### src/rtl/alu_pkg.sv
// alu_pkg: shared definitions for the bit-serial ALU.
//   OP_*    : function-select codes for {F1,F0}
//   state_t : sequencer states of alu_serial_nbit
package alu_pkg;

    localparam logic [1:0] OP_AND = 2'b00;
    localparam logic [1:0] OP_OR  = 2'b01;
    localparam logic [1:0] OP_XOR = 2'b10;
    localparam logic [1:0] OP_ADD = 2'b11;

    typedef enum logic [1:0] {
        IDLE = 2'b00,
        RUN  = 2'b01,
        DONE = 2'b10
    } state_t;

endpackage

### src/rtl/alu_bit_slice.sv
// alu_bit_slice: combinational 1-bit ALU cell.
//   F  : function select {F1,F0} (AND, OR, XOR, ADD)
//   a  : operand A bit
//   b  : operand B bit
//   c  : carry-in (used by ADD only)
//   f  : result bit
//   co : carry-out, forced to 0 for the logic functions
module alu_bit_slice
    import alu_pkg::*;
(
    input  logic [1:0] F,
    input  logic       a,
    input  logic       b,
    input  logic       c,
    output logic       f,
    output logic       co
);

    always_comb begin
        f  = 1'b0;
        co = 1'b0;
        case (F)
            OP_AND: f = a & b;
            OP_OR:  f = a | b;
            OP_XOR: f = a ^ b;
            OP_ADD: begin
                f  = a ^ b ^ c;
                co = (a & b) | (c & (a ^ b));
            end
            default: begin
                f  = 1'b0;
                co = 1'b0;
            end
        endcase
    end

endmodule

### src/rtl/alu_serial_nbit.sv
// alu_serial_nbit: bit-serial WIDTH-bit ALU built around one alu_bit_slice.
// Operands are consumed LSB-first, one bit per clock, with a registered carry.
//   clk    : rising-edge clock
//   rst_n  : asynchronous active-low reset
//   start  : operation request, honoured only while idle
//   F      : function select {F1,F0}: 00 AND, 01 OR, 10 XOR, 11 ADD
//   A, B   : operands, captured when start is accepted
//   cin    : ADD carry-in, captured when start is accepted
//   busy   : high while bits are being processed
//   done   : one-cycle pulse once Result/Cout/zero hold the new result
//   Result : last completed result, held until the next completion
//   Cout   : carry-out of the last ADD (0 for logic functions)
//   zero   : high when the last completed Result is all zeros
module alu_serial_nbit
    import alu_pkg::*;
#(
    parameter int WIDTH = 8
) (
    input  logic             clk,
    input  logic             rst_n,
    input  logic             start,
    input  logic [1:0]       F,
    input  logic [WIDTH-1:0] A,
    input  logic [WIDTH-1:0] B,
    input  logic             cin,
    output logic             busy,
    output logic             done,
    output logic [WIDTH-1:0] Result,
    output logic             Cout,
    output logic             zero
);

    localparam int                CNT_W    = $clog2(WIDTH);
    localparam logic [CNT_W-1:0]  CNT_LAST = CNT_W'(WIDTH - 1);

    state_t             state;
    logic [CNT_W-1:0]   cnt;
    logic [WIDTH-1:0]   a_sh;
    logic [WIDTH-1:0]   b_sh;
    logic [WIDTH-1:0]   r_sh;
    logic [1:0]         op;
    logic               carry;

    logic               slice_f;
    logic               slice_co;
    logic [WIDTH-1:0]   r_next;

    alu_bit_slice u_slice (
        .F  (op),
        .a  (a_sh[0]),
        .b  (b_sh[0]),
        .c  (carry),
        .f  (slice_f),
        .co (slice_co)
    );

    // Result bits enter at the MSB so that after WIDTH shifts bit 0 sits at
    // r_sh[0]; on the last edge this is the complete result.
    assign r_next = {slice_f, r_sh[WIDTH-1:1]};

    always_ff @(posedge clk or negedge rst_n) begin
        if (!rst_n) begin
            state  <= IDLE;
            busy   <= 1'b0;
            done   <= 1'b0;
            Result <= '0;
            Cout   <= 1'b0;
            zero   <= 1'b1;
            cnt    <= '0;
            a_sh   <= '0;
            b_sh   <= '0;
            r_sh   <= '0;
            op     <= OP_AND;
            carry  <= 1'b0;
        end else begin
            done <= 1'b0;
            case (state)
                IDLE: begin
                    if (start) begin
                        a_sh  <= A;
                        b_sh  <= B;
                        op    <= F;
                        carry <= (F == OP_ADD) ? cin : 1'b0;
                        cnt   <= '0;
                        busy  <= 1'b1;
                        state <= RUN;
                    end
                end
                RUN: begin
                    a_sh  <= a_sh >> 1;
                    b_sh  <= b_sh >> 1;
                    r_sh  <= r_next;
                    // slice_co is already 0 for the logic functions
                    carry <= slice_co;
                    if (cnt == CNT_LAST) begin
                        busy   <= 1'b0;
                        done   <= 1'b1;
                        Result <= r_next;
                        Cout   <= slice_co;
                        zero   <= (r_next == '0);
                        state  <= DONE;
                    end else begin
                        cnt <= cnt + 1'b1;
                    end
                end
                DONE: begin
                    state <= IDLE;
                end
                default: begin
                    state <= IDLE;
                end
            endcase
        end
    end

endmodule

### config.mk
export PLATFORM = sky130hd
export DESIGN_NAME = alu_serial_nbit
export DESIGN_NICKNAME = d
export VERILOG_FILES = /design/src/rtl/alu_pkg.sv /design/src/rtl/alu_bit_slice.sv /design/src/rtl/alu_serial_nbit.sv
export SDC_FILE = /design/constraint.sdc
export NUM_CORES = 1
export LEC_CHECK = 0
export ABC_AREA = 1
export BUFFER_PORTS_ARGS = -buffer_cell sky130_fd_sc_hd__buf_4
export CAP_MARGIN = 20
export CORE_ASPECT_RATIO = 1.5
export CORE_MARGIN = 2
export CORE_UTILIZATION = 40
export DETAILED_ROUTE_END_ITERATION = 7
export PLACE_DENSITY_LB_ADDON = 0.12
export SYNTH_ARGS = -nofsm -noshare
export SYNTH_HDL_FRONTEND = slang
export SYNTH_SLANG_ARGS = --single-unit
### constraint.sdc
create_clock -name clk -period 2 [get_ports clk]
set_input_delay 0.5 -clock clk [delete_from_list [all_inputs] [get_ports clk]]
set_output_delay 0.5 -clock clk [all_outputs]
set_load 0.02 [all_outputs]
==> run_results.csv, run 1 <==
group,metric,value,unit
sta,fmax,647.1,MHz
placed_design,post-place-cells,303,
critical_path,worstPathRequired,2.23,ns
synth,ys_ff_latch,43,
global_route,grt_max_degree,44,
critical_path,crit_fanout,16,
critical_path,critPathBufInv,2,
sta,fin_crit_sh,77.27,%
critical_path,cp_slowest_stage_delay,0.40,ns
power_and_ir_drop,totalPowerFinal,3.319,mW
placed_design,numPortBuffers,33,
sta,setup_violations,0,
sta,rsz0062_at_grt,"false",
clock_tree,clockRootBuffer,"clkbuf_8",
sta,fin_tns_setup,0,ns
detailed_routing,wl_per_cell,11.50,microns
critical_path,reg2reg_depth,7,
power_and_ir_drop,leakagePower,1.160,nW
detailed_routing,num_vias,1454,
sta,slew_headroom,64.67,%
detailed_routing,ant_nets,0,
global_route,grt_pass1_vias,1410,
clock_tree,cts.sinks,43,
power_and_ir_drop,power-per-cell-area,1447,nW/um^2
critical_path,arrival,1.77,ns
synth,yosys-top-cells-area,"dfrtp_1 (55%), nand2_1 (16%), nand3_1 (6.3%)",
synth,syn_area_per_cell,9.032,sq um
critical_path,cp_slowest_cell,"dfrtp_1",
global_route,antenna_found_initial,0,
finish,multi_input_area,705.7,sq um
synth,synth_cells,210,
sta,tightest_slew,0.5300,ns
critical_path,cp_cell_sequence,"ha_1 > ha_1 > inv_1 > nor2_4 > inv_2 > nand2_1 > o21ai_2",
sta,hold_viol,0,
clock_tree,ctsLongestPathBuffers,2,
sta,post-route-min-period,1.545,ns
placed_design,gp_congestion,0.8203,
global_route,grtUsageTotal,15.66,%
floorplan,die_h,88.34,microns
synth,synth-main-ff-cell,"dfrtp_1",
finish,stdcell_area,2293,sq um
worst_hold_path,hold_class,"primary input to async pin",
floorplan,core,4542,sq um
synth,yosysSeqAreaShare,56.79,%
detailed_routing,drc,0,
floorplan,fp.dieW,60.23,microns
finish,areaGrowthSynthToFinish,20.91,%
critical_path,rr_endpoint,"Result[5]",
clock_tree,postCtsSetupBuffers,0,
power_and_ir_drop,max-vdd-ir-drop,0.0005661,V
placed_design,dp_hpwl,2590,microns
job,max-cap-violations,0,
critical_path,r2r-start,"cnt[0]",
synth,syn-cell-area,1897,sq um
finish,nets,273,
finish,fillers,462,
detailed_routing,dr.pass1.iters,4,
clock_tree,cts-resized-gates,0,
sta,slew_violations,0,
synth,asyncSetResetFlopFracSynth,100.0,%
sta,hold_ws,0.1800,ns
detailed_routing,viasPerCell,4.675,
synth,synth_top_area_share,55.41,%
clock_tree,path_clk_slew,0.08,ns
critical_path,crit_path_end_kind,"flip-flop",
global_route,grt_pass1_wl,6210,microns
detailed_routing,routed_wl,3578,microns
sta,clock_skew,0.001821,ns
floorplan,die_area,5320,sq um
critical_path,crit_top_cell,"ha_1",
finish,final_common_cell,"nand2_1",
placed_design,dpl_cell_area,2193,sq um
critical_path,ff2ff_setup_slack,0.45,ns
global_route,grt-ovfl-total,0,
synth,synth_cell_type_count,26,
synth,yosysTopAreaCell,"dfrtp_1",
floorplan,start_util,41.76,%
clock_tree,cts.hold.buffers_added,0,
floorplan,ios,34,
clock_tree,clk_latency,0.29,ns
floorplan,num_rows,30,
clock_tree,cts_buffers,5,
synth,yosysWarnings,0,
finish,seq_area,1077,sq um
finish,n_antenna_cell,0,
finish,final_cell_mix,"nand2_1 (81), dfrtp_1 (42), buf_4 (35)",
clock_tree,htree_levels,2,
finish,drive_above_1_share,21.46,%
critical_path,critPathKind,"flip-flop to flip-flop",
detailed_routing,drt_iter0_markers,86,
critical_path,startpoint_type,"flip-flop",
critical_path,crit_family,"adder cells",
synth,synth_fp_nets,237,
finish,layoutNonFillerInstCount,311,
synth,synth_edf_count,0,
run_status,status,"completed",
clock_tree,cts_tree,"built",
-- sequential cells by signal, summed over array words and instances (netlist names) --
| register | count |
|---|---|
| Cout | 1 |
| Result | 8 |
| a_sh | 8 |
| b_sh | 8 |
| busy | 1 |
| carry | 1 |
| cnt | 3 |
| done | 1 |
| op | 2 |
| r_sh | 7 |
| state | 2 |
| zero | 1 |
-- power by group --
group / total [mW] / switching, mW / internal (mW)
clock network: 0.598 / 0.283 / 0.315
logic: 1.28 / 0.779 / 0.501
registers: 1.44 / 0.226 / 1.21
total: 3.32 / 1.29 / 2.03
-- final cells by class --
type	instances	share of cell area (%)
flip-flops and latches	43	46.97
well taps	64	3.492
repair buffers	35	11.46
inverters	18	2.946
clock buffers	8	4.364
multi-input cells	143	30.77
-- routing by layer --
| layer | vias to the layer above | track usage [%] | wire [microns] |
|---|---|---|---|
| met1 | 677 | 18.71 | 1538 |
| met3 | 6 | 3.947 | 147 |
| li1 | 740 | - | - |
| met2 | 31 | 26.09 | 1816 |
| met5 | - | 0 | 0 |
| met4 | 0 | 7.071 | 76 |
-- worst register-to-register path: stages (launching register included) --
cell     delay (ns)
dfrtp_1        0.40
ha_1           0.21
ha_1           0.21
inv_1          0.16
nor2_4         0.08
inv_2          0.24
nand2_1        0.11
o21ai_2        0.06
-- synth_stat cells, types with 2 or more instances --
cell / number
a22o_1: 2
buf_2: 2
dfrtp_1: 42
ha_1: 4
inv_1: 16
nand2_1: 81
nand3_1: 24
nor2_1: 7
o211ai_1: 2
o21ai_0: 9
o21ai_2: 6
-- stage by stage --
| step | setup WS [ns] | utilization (%) |
|---|---|---|
| after CTS | 0.4433 | 50.50 |
| final | 0.4546 | 50.50 |
| after floorplan | 0.6150 | - |
| after detailed placement | 0.4689 | 48.29 |
| after global routing | 0.3020 | 50.50 |
| after global placement | 0.4913 | 48.29 |
-- worst max path at each step --
stage,start,to,cells past startpoint
after floorplan,cnt[0],Result[2],8
after CTS,cnt[0],Result[5],7
after global routing,cnt[0],busy,7
after detailed placement,cnt[0],Result[5],7
final,cnt[0],Result[5],7
after global placement,start,b_sh[7],5
-- logic make-up (layout without fill, tap and decap cells) --
family                     Yosys count  in the layout  share of synthesized area (%)
buffers and inverters               24             61                          6.002
adders and majority gates            5              5                          3.694
DFF                                 43             43                          56.79
and+or+nand+nor                    117            117                          25.86
AOI/OAI and AO/OA                   21             21                          7.652
No activity file was read; power rests on OpenSTA's default activity.
==> run 2: changes to the inputs <==
==> constraint.sdc (replaced) <==
create_clock -name clk -period 1.6 [get_ports clk]
set_input_delay 0.4 -clock clk [delete_from_list [all_inputs] [get_ports clk]]
set_output_delay 0.4 -clock clk [all_outputs]
set_load 0.02 [all_outputs]
==> run_results.csv, run 2 (same netlist as run 1, synthesis figures left out) <==
group,metric,value,unit
finish,stdcell_area,2356,sq um
critical_path,startpoint_type,"flip-flop",
global_route,grt-ovfl-total,0,
finish,reg_top3,"Result (8), a_sh (8), b_sh (8)",
clock_tree,cts.sinks,43,
critical_path,crit_fanout,16,
clock_tree,cts.hold.buffers_added,0,
sta,slew_headroom,64.61,%
sta,slew_violations,0,
run_status,status,"completed",
power_and_ir_drop,leakagePower,1.193,nW
finish,drive_above_1_share,23.11,%
global_route,grt_max_degree,44,
placed_design,gp_congestion,0.8015,
critical_path,cp_cell_sequence,"ha_1 > ha_1 > inv_1 > nor2_4 > inv_4 > nand2_1 > o21ai_0",
clock_tree,clk_latency,0.30,ns
clock_tree,cts_buffers,5,
worst_hold_path,hold_class,"primary input to async pin",
floorplan,num_rows,30,
sta,fmax,699.7,MHz
sta,post-route-min-period,1.429,ns
clock_tree,path_clk_slew,0.08,ns
global_route,grt_pass1_wl,6058,microns
global_route,antenna_found_initial,0,
critical_path,startpoint,"cnt[0]",
job,max-cap-violations,0,
detailed_routing,viasPerCell,4.600,
floorplan,core,4542,sq um
finish,final_cell_mix,"nand2_1 (81), dfrtp_1 (42), buf_4 (38)",
floorplan,die_area,5320,sq um
floorplan,fp.dieW,60.23,microns
floorplan,die_h,88.34,microns
global_route,grt_pass1_vias,1404,
critical_path,critPathBufInv,2,
critical_path,cp_slowest_stage_delay,0.40,ns
sta,rsz0062_at_grt,"false",
detailed_routing,routed_wl,3573,microns
floorplan,start_util,41.76,%
placed_design,numPortBuffers,33,
sta,setup_violations,0,
critical_path,reg2reg_depth,7,
finish,final_common_cell,"nand2_1",
finish,nets,277,
global_route,grtUsageTotal,15.21,%
detailed_routing,drc,0,
finish,areaGrowthSynthToFinish,24.21,%
critical_path,ff2ff_setup_slack,0.17,ns
finish,n_antenna_cell,0,
clock_tree,ctsLongestPathBuffers,2,
finish,fillers,457,
critical_path,critPathKind,"flip-flop to flip-flop",
placed_design,dpl_cell_area,2236,sq um
floorplan,ios,34,
sta,hold_viol,0,
detailed_routing,ant_nets,0,
critical_path,r2r-start,"cnt[0]",
sta,tightest_slew,0.5309,ns
sta,clock_skew,0.005926,ns
critical_path,crit_top_cell,"ha_1",
critical_path,rr_endpoint,"busy",
critical_path,cp_slowest_cell,"dfrtp_1",
sta,fin_tns_setup,0,ns
clock_tree,cts_tree,"built",
power_and_ir_drop,power-per-cell-area,1859,nW/um^2
sta,hold_ws,0.07335,ns
critical_path,arrival,1.65,ns
detailed_routing,dr.pass1.iters,4,
power_and_ir_drop,max-vdd-ir-drop,0.0007146,V
clock_tree,clockRootBuffer,"clkbuf_8",
detailed_routing,drt_iter0_markers,47,
critical_path,worstPathRequired,1.82,ns
clock_tree,htree_levels,2,
detailed_routing,wl_per_cell,11.34,microns
detailed_routing,num_vias,1449,
critical_path,crit_path_end_kind,"flip-flop",
placed_design,dp_hpwl,2647,microns
critical_path,crit_family,"adder cells",
sta,fin_crit_sh,89.32,%
[run 2: changes by cell type in the layout (fill, tap and decap cells not counted)]
| cell | previous run | this run |
|---|---|---|
| inv_4 | 0 | 1 |
| bufinv_16 | 0 | 1 |
| clkbuf_1 | 1 | 0 |
| inv_2 | 1 | 0 |
| clkinv_2 | 0 | 1 |
| clkbuf_8 | 7 | 6 |
| buf_12 | 0 | 1 |
| buf_4 | 35 | 38 |
[run 2: final cells by class]
class	count	area (sq um)	area share (%)
Clock buffer	6	82.58	3.505
Multi-Input combinational cell	143	705.7	29.95
Inverter	18	70.07	2.974
Tap cell	64	80.08	3.399
Timing Repair Buffer	39	305.3	12.96
Clock inverter	2	35.03	1.487
Sequential cell	43	1077	45.72
[run 2: worst max-delay path by stage]
stage,end,cells after the start
after detailed placement,busy,7
after CTS,busy,7
final,busy,7
after floorplan,Result[2],8
after global placement,Result[5],7
after global routing,zero,8
[run 2: worst register-to-register path: stages, from the launching register on]
cell,delay (ns)
dfrtp_1,0.40
ha_1,0.20
ha_1,0.21
inv_1,0.16
nor2_4,0.08
inv_4,0.16
nand2_1,0.07
o21ai_0,0.07
[run 2: where the power goes]
part / internal (mW) / leakage, nW / switching [mW]
Sequential: 1.52 / 0.554 / 0.289
Combinational: 0.710 / 0.577 / 0.995
Clock: 0.505 / 0.0612 / 0.364
Total: 2.73 / 1.19 / 1.65
[run 2: through the flow]
| step | std cells | power, mW | util, % | setup WS [ns] |
|---|---|---|---|---|
| global placement | 307 | 3.538 | 49.23 | 0.1236 |
| CTS | 315 | 4.439 | 51.82 | 0.05711 |
| finish | 315 | 4.380 | 51.87 | 0.1708 |
| global route | 315 | 4.748 | 51.87 | 0.01243 |
| floorplan | 210 | 2.952 | - | 0.2150 |
| detailed placement | 307 | 3.569 | 49.23 | 0.08111 |
[run 2: routing by layer]
metal	wire length (microns)	vias to the layer above	GRT usage, %
met5	0	-	0
met4	62	0	6.061
met3	128	6	3.947
met2	1846	29	27.37
met1	1536	669	16.54
li1	-	745	-
[run 2: repair_timing]
item / 4_1_cts / 5_1_grt
endpoints found under the setup margin: 0 / 10
setup buffers: 0 / 0
gates resized for setup: 0 / 2
==> run 3: changes to the inputs <==
--- a/config.mk
+++ b/config.mk
@@ -15,4 +15,5 @@
 export PLACE_DENSITY_LB_ADDON = 0.12
 export SYNTH_ARGS = -nofsm -noshare
 export SYNTH_HDL_FRONTEND = slang
+export SYNTH_HIERARCHICAL = 1
 export SYNTH_SLANG_ARGS = --single-unit
==> run_results.csv, run 3 <==
group,metric,value,unit
run_status,status,"completed",
critical_path,crit_fanout,4,
synth,yosysWarnings,6,
critical_path,startpoint_type,"flip-flop",
synth,synth_top_area_share,53.57,%
detailed_routing,dr.pass1.iters,4,
synth,synth_cells,219,
detailed_routing,drt_iter0_markers,46,
global_route,antenna_found_initial,0,
clock_tree,clockRootBuffer,"clkbuf_8",
sta,fmax,672.4,MHz
finish,drive_above_1_share,25.20,%
power_and_ir_drop,p_int,2.507,mW
synth,yosysTopAreaCell,"dfrtp_1",
synth,synth_edf_count,0,
synth,yosysSeqAreaShare,54.91,%
synth,synth-main-ff-cell,"dfrtp_1",
floorplan,die_area,5492,sq um
synth,asyncSetResetFlopFracSynth,100.0,%
power_and_ir_drop,swShare,39.47,%
worst_hold_path,hold_class,"primary input to async pin",
detailed_routing,num_vias,1480,
placed_design,dpl_worst_slack,0.1043,ns
sta,fin_crit_sh,92.95,%
detailed_routing,wl_per_cell,11.35,microns
finish,n_antenna_cell,0,
clock_tree,htree_levels,2,
clock_tree,cts_tree,"built",
power_and_ir_drop,leakagePower,1.220,nW
global_route,grt-ovfl-total,0,
sta,setup_slack,0.1128,ns
synth,synth_cell_type_count,22,
synth,syn-cell-area,1962,sq um
sta,slew_headroom,64.05,%
sta,clock_skew,0.006947,ns
finish,nets,280,
power_and_ir_drop,clock_power_share,17.0,%
power_and_ir_drop,power-per-cell-area,1763,nW/um^2
global_route,grt_pass1_vias,1384,
global_route,grt_pass1_wl,6127,microns
sta,rsz0062_at_grt,"false",
detailed_routing,drc,0,
clock_tree,postCtsSetupBuffers,0,
clock_tree,cts-resized-gates,0,
floorplan,die_h,89.78,microns
placed_design,gp_congestion,0.7199,
clock_tree,cts_buffers,5,
placed_design,numPortBuffers,33,
clock_tree,clk_latency,0.30,ns
placed_design,dpl_cell_area,2256,sq um
synth,ys_ff_latch,43,
synth,synth_most_common_cell,"nand2_1",
power_and_ir_drop,p_sw,1.634,mW
critical_path,reg2reg_depth,8,
detailed_routing,routed_wl,3631,microns
finish,final_cell_mix,"nand2_1 (75), dfrtp_1 (41), nand3_1 (38)",
detailed_routing,ant_nets,0,
critical_path,worstPathRequired,1.84,ns
sta,setup_violations,0,
critical_path,critPathKind,"flip-flop to flip-flop",
finish,fillers,505,
clock_tree,ctsLongestPathBuffers,2,
synth,synth_fp_nets,246,
synth,yosys-top-cells-area,"dfrtp_1 (54%), nand2_1 (14%), nand3_1 (9.7%)",
finish,multi_input_area,739.5,sq um
floorplan,start_util,41.12,%
floorplan,ios,34,
sta,tightest_slew,0.5392,ns
global_route,grtUsageTotal,14.74,%
finish,stdcell_area,2349,sq um
clock_tree,path_clk_slew,0.08,ns
power_and_ir_drop,max-vdd-ir-drop,0.0006995,V
detailed_routing,viasPerCell,4.625,
global_route,grt_max_degree,44,
floorplan,num_rows,31,
sta,fin_tns_setup,0,ns
finish,reg_top3,"Result (8), a_sh (8), b_sh (8)",
sta,hold_ws,0.07979,ns
finish,seq_area,1079,sq um
synth,synth_common_cells,"nand2_1 (75), dfrtp_1 (42), nand3_1 (38)",
sta,slew_violations,0,
placed_design,dp_hpwl,2444,microns
clock_tree,cts.hold.buffers_added,0,
finish,final_common_cell,"nand2_1",
floorplan,fp.dieW,61.18,microns
finish,areaGrowthSynthToFinish,19.71,%
power_and_ir_drop,power_frac_seq,43.6,%
sta,post-route-min-period,1.487,ns
clock_tree,cts.sinks,43,
power_and_ir_drop,combPwrFrac,39.3,%
job,max-cap-violations,0,
critical_path,arrival,1.73,ns
sta,hold_viol,0,
synth,syn_area_per_cell,8.958,sq um
floorplan,core,4771,sq um
critical_path,crit_path_end_kind,"flip-flop",
==> run 3: cell types whose count changed in the layout (fill, tap and decap cells not counted), sizes merged, moves of 2 or more <==
cell    delta
nand3     +14
buf        -4
nand2      -3
a22o       -2
nor2       +2
o211ai     -2
==> run 3: final cells by class <==
| type | count | share of cell area (%) |
|---|---|---|
| clock inverter | 1 | 0.2131 |
| timing repair buffer | 35 | 11.72 |
| inverter | 19 | 3.463 |
| multi-input combinational | 149 | 31.49 |
| clock buffer | 7 | 3.676 |
| sequential | 43 | 45.92 |
| tap | 66 | 3.516 |
==> run 3: power groups by stage <==
stage                     sequential [mW]  combinational, mW  clock (mW)
final                                1.81               1.63       0.705
after global routing                 1.87               1.86       0.774
after CTS                            1.81               1.67       0.731
after detailed placement             1.83               1.67           0
after global placement               1.82               1.64           0
after floorplan                      1.91               1.09           0
==> run 3: per-layer routing <==
metal  vias to the layer above  share of wire (%)  GRT usage (%)
li1                        765                  -              -
met3                         8                3.7          3.453
met1                       679                 42          18.00
met2                        28                 52          23.58
met4                         0                2.6          7.065
met5                         -                  0              0
==> run 3: worst max-delay path, stage by stage, from the launching register on <==
cell and delay (ns):
dfrtp_1 0.43, fa_1 0.46, nand3_1 0.08, nand4_1 0.11, nor2_1 0.10, nand2_1 0.05
nor2_1 0.10, nand2_1 0.05, nand2_1 0.05
==> run 3: stage by stage <==
stage	instances	total power, mW	util, %
6_report	320	4.142	49.23
3_5_place_dp	312	3.494	47.29
2_1_floorplan	219	3.002	-
3_3_place_gp	312	3.460	47.29
5_1_grt	320	4.502	49.23
4_1_cts	320	4.214	49.20
==> run 3: worst paths after layout <==
| kind | to | start | slack [ns] |
|---|---|---|---|
| max | zero | b_sh[0] | 0.11 |
| min reg2reg | busy | busy | 0.48 |
| min | Result[3] | rst_n | 0.08 |
| max reg2reg | zero | b_sh[0] | 0.11 |
| min in group clk | a_sh[7] | A[7] | 0.30 |
| max in group asynchronous | a_sh[0] | rst_n | 1.11 |
==> run 3: kinds of logic after synthesis <==
logic type | count (synthesis) | share of synthesized area, %
buffers and inverters | 27 | 7.397
DFF | 43 | 54.91
AOI/OAI and AO/OA | 15 | 5.293
adders and majority gates | 5 | 3.572
and+or+nand+nor | 129 | 28.83
